===== config.mk =====
export PLATFORM = sky130hd
export DESIGN_NAME = tlbarray_flat
export DESIGN_NICKNAME = d
export VERILOG_FILES = /design/src/rtl/tlbarray_pkg.sv /design/src/rtl/tlbarray_if.sv /design/src/rtl/tlbplru.sv /design/src/rtl/tlbarray.sv /design/src/flat_wrapper.sv
export SDC_FILE = /design/constraint.sdc
export NUM_CORES = 1
export LEC_CHECK = 0
export CAP_MARGIN = 20
export CORE_MARGIN = 3
export CORE_UTILIZATION = 60
export DETAILED_ROUTE_END_ITERATION = 8
export PLACE_DENSITY = 0.8
export SKIP_LAST_GASP = 1
export SYNTH_ARGS = -nofsm -noshare
export SYNTH_HDL_FRONTEND = slang
export SYNTH_HIERARCHICAL = 1
export SYNTH_SLANG_ARGS = --single-unit

===== constraint.sdc =====
create_clock -name clk -period 9 [get_ports clk]
set_input_delay 1.8 -clock clk [delete_from_list [all_inputs] [get_ports clk]]
set_output_delay 1.8 -clock clk [all_outputs]
set_load 0.03 [all_outputs]

===== src/rtl/tlbarray_pkg.sv =====
// Shared MMU types for the TLB data array and its flush walker.
package cvw;
    localparam int PPN_W  = 44;
    localparam int ASID_W = 16;

    typedef enum logic [1:0] {
        IDLE,
        WALK,
        DONE
    } tlbflush_state_t;

    typedef struct packed {
        logic [PPN_W-1:0]  ppn;
        logic [7:0]        access;
        logic              g;
        logic [ASID_W-1:0] asid;
    } tlb_entry_t;
endpackage


===== src/rtl/tlbarray_if.sv =====
// Request/response bundle between the MMU and the TLB data array.
interface tlbarray_if #(
    parameter int XLEN        = 64,
    parameter int PPN_BITS    = 44,
    parameter int ASID_BITS   = 16,
    parameter int TLB_ENTRIES = 16
);
    logic [XLEN-1:0]                PTE;
    logic [ASID_BITS-1:0]           WriteASID;
    logic                           WriteEn;
    logic [TLB_ENTRIES-1:0]         Matches;
    logic                           Hit;
    logic                           FlushReq;
    logic                           FlushAll;
    logic [ASID_BITS-1:0]           FlushASID;
    logic [PPN_BITS-1:0]            PPN;
    logic [7:0]                     PTEAccessBits;
    logic [TLB_ENTRIES-1:0]         PTE_Gs;
    logic [TLB_ENTRIES-1:0]         Valids;
    logic [$clog2(TLB_ENTRIES)-1:0] Victim;
    logic                           FlushBusy;
    logic                           FlushDone;

    modport master (
        output PTE, WriteASID, WriteEn, Matches, Hit,
        output FlushReq, FlushAll, FlushASID,
        input  PPN, PTEAccessBits, PTE_Gs, Valids, Victim,
        input  FlushBusy, FlushDone
    );

    modport slave (
        input  PTE, WriteASID, WriteEn, Matches, Hit,
        input  FlushReq, FlushAll, FlushASID,
        output PPN, PTEAccessBits, PTE_Gs, Valids, Victim,
        output FlushBusy, FlushDone
    );
endinterface


===== src/rtl/tlbplru.sv =====
// Tree pseudo-LRU victim selector, used when TLB_PLRU_EN is defined.
module tlbplru #(
    parameter int N = 16
) (
    input  logic                 clk,
    input  logic                 reset,
    input  logic                 touch_en,
    input  logic [$clog2(N)-1:0] touch_idx,
    output logic [$clog2(N)-1:0] victim
);
    localparam int IDX = $clog2(N);

    // heap order: node k has children 2k and 2k+1; bit 1 means go right
    logic [N-1:1] tree, tree_n;
    logic [IDX:0] vn, tn;
    logic         unused_msb;

    always_comb begin
        vn = (IDX+1)'(1);
        for (int l = 0; l < IDX; l++)
            vn = {vn[IDX-1:0], tree[vn[IDX-1:0]]};
    end

    assign victim = vn[IDX-1:0];

    always_comb begin
        tree_n = tree;
        tn = (IDX+1)'(1);
        for (int l = 0; l < IDX; l++) begin
            tree_n[tn[IDX-1:0]] = ~touch_idx[IDX-1-l];
            tn = {tn[IDX-1:0], touch_idx[IDX-1-l]};
        end
    end

    assign unused_msb = ^{vn[IDX], tn[IDX]};

    always_ff @(posedge clk or negedge reset)
        if (!reset)        tree <= '0;
        else if (touch_en) tree <= tree_n;
endmodule


===== src/rtl/tlbarray.sv =====
// TLB data array with victim selection and ASID/full flush walk.
// Define TLB_PLRU_EN for tree pseudo-LRU; otherwise round-robin.
module tlbarray
    import cvw::*;
#(
    parameter int XLEN        = 64,
    parameter int PPN_BITS    = 44,
    parameter int ASID_BITS   = 16,
    parameter int TLB_ENTRIES = 16
) (
    input logic       clk,
    input logic       reset,
    tlbarray_if.slave bus
);
    localparam int IDX = $clog2(TLB_ENTRIES);

    tlb_entry_t             entry [TLB_ENTRIES];
    tlb_entry_t             new_e;
    logic [TLB_ENTRIES-1:0] valid, gs;
    tlbflush_state_t        state, state_n;
    logic [IDX-1:0]         idx, victim, pol_victim, first_free;
    logic                   fl_all;
    logic [ASID_BITS-1:0]   fl_asid;
    logic                   full, wr, walk_clr;
    logic [PPN_BITS-1:0]    ppn_or;
    logic [7:0]             acc_or;
    logic                   unused_pte;

    assign unused_pte = ^{bus.PTE[XLEN-1:PPN_BITS+10], bus.PTE[9:8]};

    always_comb begin
        new_e.ppn    = bus.PTE[PPN_BITS+9:10];
        new_e.access = bus.PTE[7:0];
        new_e.g      = bus.PTE[5];
        new_e.asid   = bus.WriteASID;
    end

    assign wr = bus.WriteEn && state == IDLE;
    assign walk_clr = state == WALK &&
                      (fl_all || (entry[idx].asid == fl_asid && !entry[idx].g));

    always_ff @(posedge clk)
        if (wr) entry[victim] <= new_e;

    always_ff @(posedge clk or negedge reset)
        if (!reset)        valid <= '0;
        else if (wr)       valid[victim] <= 1'b1;
        else if (walk_clr) valid[idx] <= 1'b0;

    always_comb begin
        ppn_or = '0;
        acc_or = '0;
        gs     = '0;
        for (int i = 0; i < TLB_ENTRIES; i++) begin
            gs[i] = valid[i] & entry[i].g;
            if (bus.Matches[i] && valid[i]) begin
                ppn_or |= entry[i].ppn;
                acc_or |= entry[i].access;
            end
        end
    end

    always_comb begin
        first_free = '0;
        for (int i = TLB_ENTRIES - 1; i >= 0; i--)
            if (!valid[i]) first_free = IDX'(i);
    end

    assign full   = &valid;
    assign victim = full ? pol_victim : first_free;

    always_ff @(posedge clk or negedge reset)
        if (!reset) state <= IDLE;
        else        state <= state_n;

    always_comb begin
        state_n = state;
        unique case (state)
            IDLE:    if (bus.FlushReq) state_n = WALK;
            WALK:    if (idx == IDX'(TLB_ENTRIES - 1)) state_n = DONE;
            DONE:    state_n = IDLE;
            default: state_n = IDLE;
        endcase
    end

    always_comb begin
        bus.FlushBusy = 1'b0;
        bus.FlushDone = 1'b0;
        unique case (state)
            WALK: bus.FlushBusy = 1'b1;
            DONE: begin
                bus.FlushBusy = 1'b1;
                bus.FlushDone = 1'b1;
            end
            default: ;
        endcase
    end

    always_ff @(posedge clk or negedge reset)
        if (!reset) begin
            idx     <= '0;
            fl_all  <= 1'b0;
            fl_asid <= '0;
        end else if (state == IDLE && bus.FlushReq) begin
            idx     <= '0;
            fl_all  <= bus.FlushAll;
            fl_asid <= bus.FlushASID;
        end else if (state == WALK) begin
            idx <= idx + 1'b1;
        end

`ifdef TLB_PLRU_EN
    logic [TLB_ENTRIES-1:0] hm;
    logic [IDX-1:0]         hit_idx, touch_idx;
    logic                   hit_ok, touch_en;

    always_comb begin
        hm      = bus.Matches & valid;
        hit_idx = '0;
        for (int i = 0; i < TLB_ENTRIES; i++)
            if (hm[i]) hit_idx = IDX'(i);
        hit_ok = bus.Hit && hm != '0 && (hm & (hm - 1'b1)) == '0;
    end

    // a same-cycle write takes precedence over the hit
    assign touch_en  = wr | hit_ok;
    assign touch_idx = wr ? victim : hit_idx;

    tlbplru #(.N(TLB_ENTRIES)) u_plru (
        .clk       (clk),
        .reset     (reset),
        .touch_en  (touch_en),
        .touch_idx (touch_idx),
        .victim    (pol_victim)
    );
`else
    logic [IDX-1:0] rr;
    logic           unused_hit;

    assign unused_hit = bus.Hit;

    always_ff @(posedge clk or negedge reset)
        if (!reset)        rr <= '0;
        else if (wr && full) rr <= rr + 1'b1;

    assign pol_victim = rr;
`endif

    assign bus.PPN           = ppn_or;
    assign bus.PTEAccessBits = acc_or;
    assign bus.PTE_Gs        = gs;
    assign bus.Valids        = valid;
    assign bus.Victim        = victim;
endmodule


===== src/flat_wrapper.sv =====
// flat-port wrapper written by rule: the top's interface ports become plain ports
module tlbarray_flat import cvw::*;
#(
    parameter int XLEN        = 64,
    parameter int PPN_BITS    = 44,
    parameter int ASID_BITS   = 16,
    parameter int TLB_ENTRIES = 16
)
  (clk, reset, bus_PTE, bus_WriteASID, bus_WriteEn, bus_Matches, bus_Hit, bus_FlushReq, bus_FlushAll, bus_FlushASID, bus_PPN, bus_PTEAccessBits, bus_PTE_Gs, bus_Valids, bus_Victim, bus_FlushBusy, bus_FlushDone);
  tlbarray_if #(.XLEN(XLEN), .PPN_BITS(PPN_BITS), .ASID_BITS(ASID_BITS), .TLB_ENTRIES(TLB_ENTRIES)) bus_i ();
  input logic clk;
  input logic reset;
  input wire logic [$bits(bus_i.PTE)-1:0] bus_PTE;
  input wire logic [$bits(bus_i.WriteASID)-1:0] bus_WriteASID;
  input wire logic [$bits(bus_i.WriteEn)-1:0] bus_WriteEn;
  input wire logic [$bits(bus_i.Matches)-1:0] bus_Matches;
  input wire logic [$bits(bus_i.Hit)-1:0] bus_Hit;
  input wire logic [$bits(bus_i.FlushReq)-1:0] bus_FlushReq;
  input wire logic [$bits(bus_i.FlushAll)-1:0] bus_FlushAll;
  input wire logic [$bits(bus_i.FlushASID)-1:0] bus_FlushASID;
  output wire logic [$bits(bus_i.PPN)-1:0] bus_PPN;
  output wire logic [$bits(bus_i.PTEAccessBits)-1:0] bus_PTEAccessBits;
  output wire logic [$bits(bus_i.PTE_Gs)-1:0] bus_PTE_Gs;
  output wire logic [$bits(bus_i.Valids)-1:0] bus_Valids;
  output wire logic [$bits(bus_i.Victim)-1:0] bus_Victim;
  output wire logic [$bits(bus_i.FlushBusy)-1:0] bus_FlushBusy;
  output wire logic [$bits(bus_i.FlushDone)-1:0] bus_FlushDone;
  assign bus_i.PTE = bus_PTE;
  assign bus_i.WriteASID = bus_WriteASID;
  assign bus_i.WriteEn = bus_WriteEn;
  assign bus_i.Matches = bus_Matches;
  assign bus_i.Hit = bus_Hit;
  assign bus_i.FlushReq = bus_FlushReq;
  assign bus_i.FlushAll = bus_FlushAll;
  assign bus_i.FlushASID = bus_FlushASID;
  assign bus_PPN = bus_i.PPN;
  assign bus_PTEAccessBits = bus_i.PTEAccessBits;
  assign bus_PTE_Gs = bus_i.PTE_Gs;
  assign bus_Valids = bus_i.Valids;
  assign bus_Victim = bus_i.Victim;
  assign bus_FlushBusy = bus_i.FlushBusy;
  assign bus_FlushDone = bus_i.FlushDone;
  tlbarray #(.XLEN(XLEN), .PPN_BITS(PPN_BITS), .ASID_BITS(ASID_BITS), .TLB_ENTRIES(TLB_ENTRIES)) u_core (.clk(clk), .reset(reset), .bus(bus_i));
endmodule

==> results.tsv <==
metric	value	unit
outcome	complete, no violations	
ctsHoldBuffers	0	
fmax	146	MHz
p_leak	15.4	nW
antenna_found_initial	7	
netlist_instances	2138	
syn_area_per_cell	19.7	µm²
clock-root-buffer	clkbuf_16	
vias_per_cell	7.07	
num_vias	24000	
route.met2.wl	52200	µm
wirelength	111000	µm
setup_viol_count_final	0	
clkTransAtPathRegs	60	ps
setup_tns	0	ps
gp_congestion	0.906	
timing.critical_path.required	7200	ps
synthTopCellsByArea	edfxtp_1 78%, a221oi_1 4.3%, a22o_1 4.3%	
layout_commonest_cell	edfxtp_1	
fin_nets	2500	
cts_sinks	1131	
start_util	61.0	%
postCtsSetupRepairBufs	0	
dr.first_iter.drc_count	3414	
slew_viol_final	0	
ys_seq_area_share	80.1	%
portBuffers	194	
worst_slew_pin_slew	1140	ps
dieHeight	271	µm
firstDrtPassIters	6	
m1WireLength	39400	µm
p_total	13.4	mW
synth_xor_area_share	0.478	%
synth_compound_area_share	10.3	%
htreeDepth	3	
endpoint_kind	output port	
post-route-min-period	6860	ps
synth-simple-area-share	2.82	%
hold_path.class	register to register	
drc	0	
fin_skew	73.7	ps
pre_cts_ws	2310	ps
ios	208	
highest_layer	met5	
synth_warnings	6	
grt_usage	29.9	%
core-area	69100	µm²
slew_headroom	24.1	%
cts_tree	built	
clock_latency	690	ps
finalWorstSetupSlack	2140	ps
cts_resized	0	
yosysTopAreaCell	edfxtp_1	
synth_top_area_share	77.5	%
synthArstFlopShare	3.80	%
die_w	271	µm
synth.area.mux_share	4.65	%
grt_pass1_wl	160000	µm
grt_pass1_vias	23900	
crit_fanout	28	
arrival	5060	ps
dr_wl_met3	14700	µm
rsz0062_at_grt	false	
synth_top_family_by_area	compound AO/OA/AOI/OAI gates	
final_cell_mix	1,088 x edfxtp_1, 209 x a221oi_1, 208 x a22o_1, 193 x clkdlybuf4s50_1, 108 x clkbuf_16	
max-cap-violations	0	
synth_fa_ha_area_share	0.267	%
syn_to_final_growth	15.3	%
grt_max_degree	69	
crit_type	primary input to output port	
synth_seq_cells	1131	
drtAntennaViolNets	0	
pwr_density_cell	275	nW/µm²
synth_cell_types	59	
wl_per_cell	32.6	µm
layout-drive-gt1-share	14.0	%
die_area	73500	µm²
utilization	70.4	%
synth_ff_type	edfxtp_1	
clk_path_buf_depth	3	
cts_buffers	106	
grt-ovfl-total	0	
syn-num-nets	2265	
finalCritPeriodShare	76.2	%
hold_viol_final	0	
ir_drop	0.186	mV
start_kind	primary input	
synth_edf_count	1088	
syn_area	42200	µm²
core.rowCount	96	
hpwl	56500	µm
-- power breakdown --
group	total (mW)	internal, mW	switching [mW]	leakage (nW)
Combinational	2.79	1.03	1.76	3.52
Sequential	6.38	6.17	0.209	10.3
Clock	4.21	2.37	1.83	1.58
-- final timing paths --
check	from	end	slack, ps	depth (start not counted)
setup / recovery	bus_Matches[15]	bus_PPN[24]	2140	7
hold / removal	u_core/pol_victim[3]	u_core/pol_victim[3]	510	1
setup reg to reg	u_core/idx[1]	u_core/bus.Valids[0]	4010	10
hold reg to reg	u_core/pol_victim[3]	u_core/pol_victim[3]	510	1
max in group asynchronous	reset	u_core/idx[1]	6910	1
min in group asynchronous	reset	u_core/fl_asid[10]	1310	1
-- cell families after synthesis --
group | count (synthesis)
buffers and inverters | 143
flip-flops | 1131
adder cells (fa/ha/maj) | 9
XOR/XNOR | 23
multiplexers | 118
AO/OA/AOI/OAI | 503
AND/OR/NAND/NOR | 211
-- routing by layer --
| layer | GRT usage [%] | up-vias |
|---|---|---|
| li1 | - | 9585 |
| met1 | 40.6 | 12100 |
| met2 | 47.0 | 1913 |
| met3 | 8.31 | 326 |
| met4 | 11.3 | 4 |
| met5 | 0 | - |
-- cell type report --
| cell class | count | area [µm²] |
|---|---|---|
| clock buffer | 131 | 2800 |
| fill | 3990 | 20500 |
| tap | 931 | 1160 |
| clock inverter | 56 | 478 |
| timing repair buffer | 258 | 2440 |
| sequential | 1131 | 33800 |
| antenna | 6 | 15.0 |
| inverter | 12 | 45.0 |
| multi-input combinational | 864 | 7910 |
-- synthesized netlist by cell type (15+ instances only) --
master / number
a221oi_1: 209
a22o_1: 208
and2_1: 42
buf_1: 15
clkbuf_1: 99
dfrtp_1: 43
edfxtp_1: 1088
mux2_2: 29
mux2i_1: 30
mux4_2: 58
nand2_1: 31
nand4_1: 58
nor3_1: 24
-- per-stage QoR --
step	area, µm²	cells	hold WS [ps]
finish	48600	3389	507
global route	48600	3383	517
CTS	48600	3382	496
detailed placement	45300	3195	485
global placement	45300	3193	464
floorplan	42200	2138	446
-- critical path, stage by stage --
cell and delay (ps):
clkdlybuf4s50_1 450, and2_2 780, buf_4 630, a22o_1 230
a221oi_1 50, nand4_1 330, clkdlybuf4s50_1 740
-- flip-flops by register name, indices dropped and copies added (netlist names) --
| register | cells |
|---|---|
| u_core/fl_all | 1 |
| u_core/pol_victim | 4 |
| u_core/entry | 1088 |
| u_core/fl_asid | 16 |
| u_core/idx | 4 |
| u_core/state | 2 |
| u_core/bus.Valids | 16 |
(Power assumes the default switching activity.)
